`src/rtl/eqn_mask_cmp.sv`:
```
// eqn_mask_cmp: combinational masked W-bit equality
module eqn_mask_cmp #(
   parameter int W = 8
) (
   input  logic [W-1:0] a,
   input  logic [W-1:0] b,
   input  logic [W-1:0] mask,
   output logic         eq
);
   assign eq = ((a ^ b) & mask) == '0;
endmodule

```
`config.mk`:
```
export PLATFORM = sky130hd
export DESIGN_NAME = eqn_mask_cmp
export DESIGN_NICKNAME = d
export VERILOG_FILES = /design/src/rtl/eqn_mask_cmp.sv
export SDC_FILE = /design/constraint.sdc
export NUM_CORES = 1
export LEC_CHECK = 0
export CORE_AREA = 2 2 39 41
export DETAILED_ROUTE_END_ITERATION = 10
export DIE_AREA = 0 0 41 43
export GPL_TIMING_DRIVEN = 0
export SYNTH_ARGS = -nofsm -noshare
export SYNTH_HDL_FRONTEND = slang
export SYNTH_SLANG_ARGS = --single-unit
```
`constraint.sdc`:
```
create_clock -name vclk -period 1.7
set_input_delay 0.34 -clock vclk [all_inputs]
set_output_delay 0.34 -clock vclk [all_outputs]
set_load 0.02 [all_outputs]
```
==> out/qor.yml <==
clocking:
  cts.repair.resized: 22
  cts_setup_buffers: 0
  holdBufCountCts: 0
global_route:
  grt_usage_pct: 4.60
  gr-total-overflow: 0
  grt_max_degree: 2
  grt_pass1_vias: 176
  antenna_found_initial: 0
  grt_pass1_wl_um: 600
worst_setup_path:
  crit_path_max_incr_delay_ns: 0.40
  crit_required_ns: 1.36
  worstSetupPathType: "primary input to primary output"
  crit_path_cell_trace: "clkdlybuf4s50_1 -> a22oi_1 -> and4_1 -> buf_6"
  cp_max_fo: 1
  cp_num_buf_inv: 2
  cp-end-kind: "primary output"
  cp_data_arrival_time_ns: 1.26
  cp-start-kind: "primary input"
  startpoint: "mask[1]"
  path_depth: 4
  endpoint: "eq"
  crit_slowest_cell: "clkdlybuf4s50_1"
  crit_family: "buffers and inverters"
final_layout:
  final_cells: 54
  layout_common_cells: "dlygate4sd2_1, xor2_1, clkdlybuf4s50_1"
  seq_area_sq_um: 0
  num-clock-buffers: 0
  final_layout_size_suffix_gt1_share_pct: 2.63
  multi_input_area_sq_um: 109
  final_common_cell: "dlygate4sd2_1"
  synthToLayoutAreaGrowth_pct: 231
  diodes: 0
  fillers: 161
  seq_cell_count: 0
  fin_nets: 64
timing:
  whs_ns: 1.37
  worst-slew-pin-transition_ns: 0.157
  fin_ws_ns: 0.0999
  period_needed_ns: 1.60
  rsz0062_at_grt: "no"
  drv_slew: 0
  maxSlewHeadroom_pct: 89.5
  fin_crit_sh_pct: 94.1
  hold_violations: 0
  setup_violations: 0
  max_freq_ghz: 0.625
  finalSetupTns_ns: 0
pwr:
  internal-power_uw: 51.6
  p_switching_uw: 21.9
  p_total_uw: 73.4
  clockPowerShare_pct: 0
  powerDensity_mw_per_mm2: 204
  cellLeakagePower_nw: 0.170
  switching_share_pct: 29.8
  p_seq_share_pct: 0
  comb_power_share_pct: 100.0
  vdd_drop_max_uv: 36.7
place:
  place_inst: 54
  gp_congestion: 0.446
  portBuffers: 25
  preCtsSetupSlack_ns: -0.546
die:
  initial_core_util_pct: 7.87
  dieHeight_um: 43
  core_sq_mm: 0.00138
  num_io_pins: 25
  num_rows: 14
  die_x_um: 41
  die_area_sq_mm: 0.00176
drt:
  wl_per_cell_um: 7.96
  vias: 195
  wl_um: 430
  viasPerCell: 3.61
  firstDrtPassIters: 1
  drt-initial-drc-count: 0
  antenna_left: 0
  drc: 0
logic_synthesis:
  netlist_instances: 13
  syn_area_per_cell_sq_um: 8.37
  syn-num-nets: 37
  yosys.cell_types.count: 3
  syn_area_sq_um: 109
  ys.warnings.count: 0
  ys_seq_area_share_pct: 0
outcome:
  status: "finished clean"
flow_run:
  max_cap_violations: 0
min_path:
  hold_start: "b[4]"
  hold_path_class: "primary input to primary output"
==> power groups by stage <==
stage	clock network (mW)	logic (mW)	registers, mW
after floorplan	0	0.0224	0
after global placement	0	0.0865	0
after detailed placement	0	0.0874	0
after CTS	0	0.0750	0
after global routing	0	0.0813	0
final	0	0.0734	0
==> kinds of logic after synthesis <==
group / after synthesis / synth area share (%)
xor+xnor: 8 / 64.4
compound gates: 4 / 27.6
simple gates: 1 / 8.05
==> cell usage after synthesis <==
library cell | number | area [sq um]
xor2_1 | 8 | 70.1
and4_1 | 1 | 8.76
a22oi_1 | 4 | 30.0
==> layer usage <==
layer,GRT usage [%],share of wire [%],vias up
li1,-,-,99
met1,4.43,29,83
met2,9.38,49,13
met3,1.05,22,0
met4,0,0,0
met5,0,0,-
==> metrics by stage <==
step	cell area [sq um]	utilization (%)
finish	360	26.0
global route	360	26.0
CTS	360	26.0
detailed placement	379	27.4
global placement	379	27.4
floorplan	109	-
==> area by class of cell <==
type | count | area share [%]
repair buffers | 25 | 64.2
multi-input cells | 13 | 30.2
well taps | 16 | 5.56
==> how the worst min path moves through the flow <==
stage               endpoint  depth (start not counted)
finish                    eq                          5
global route              eq                          5
CTS                       eq                          5
detailed placement        eq                          4
global placement          eq                          4
floorplan                 eq                          2
(Power assumes the default switching activity.)
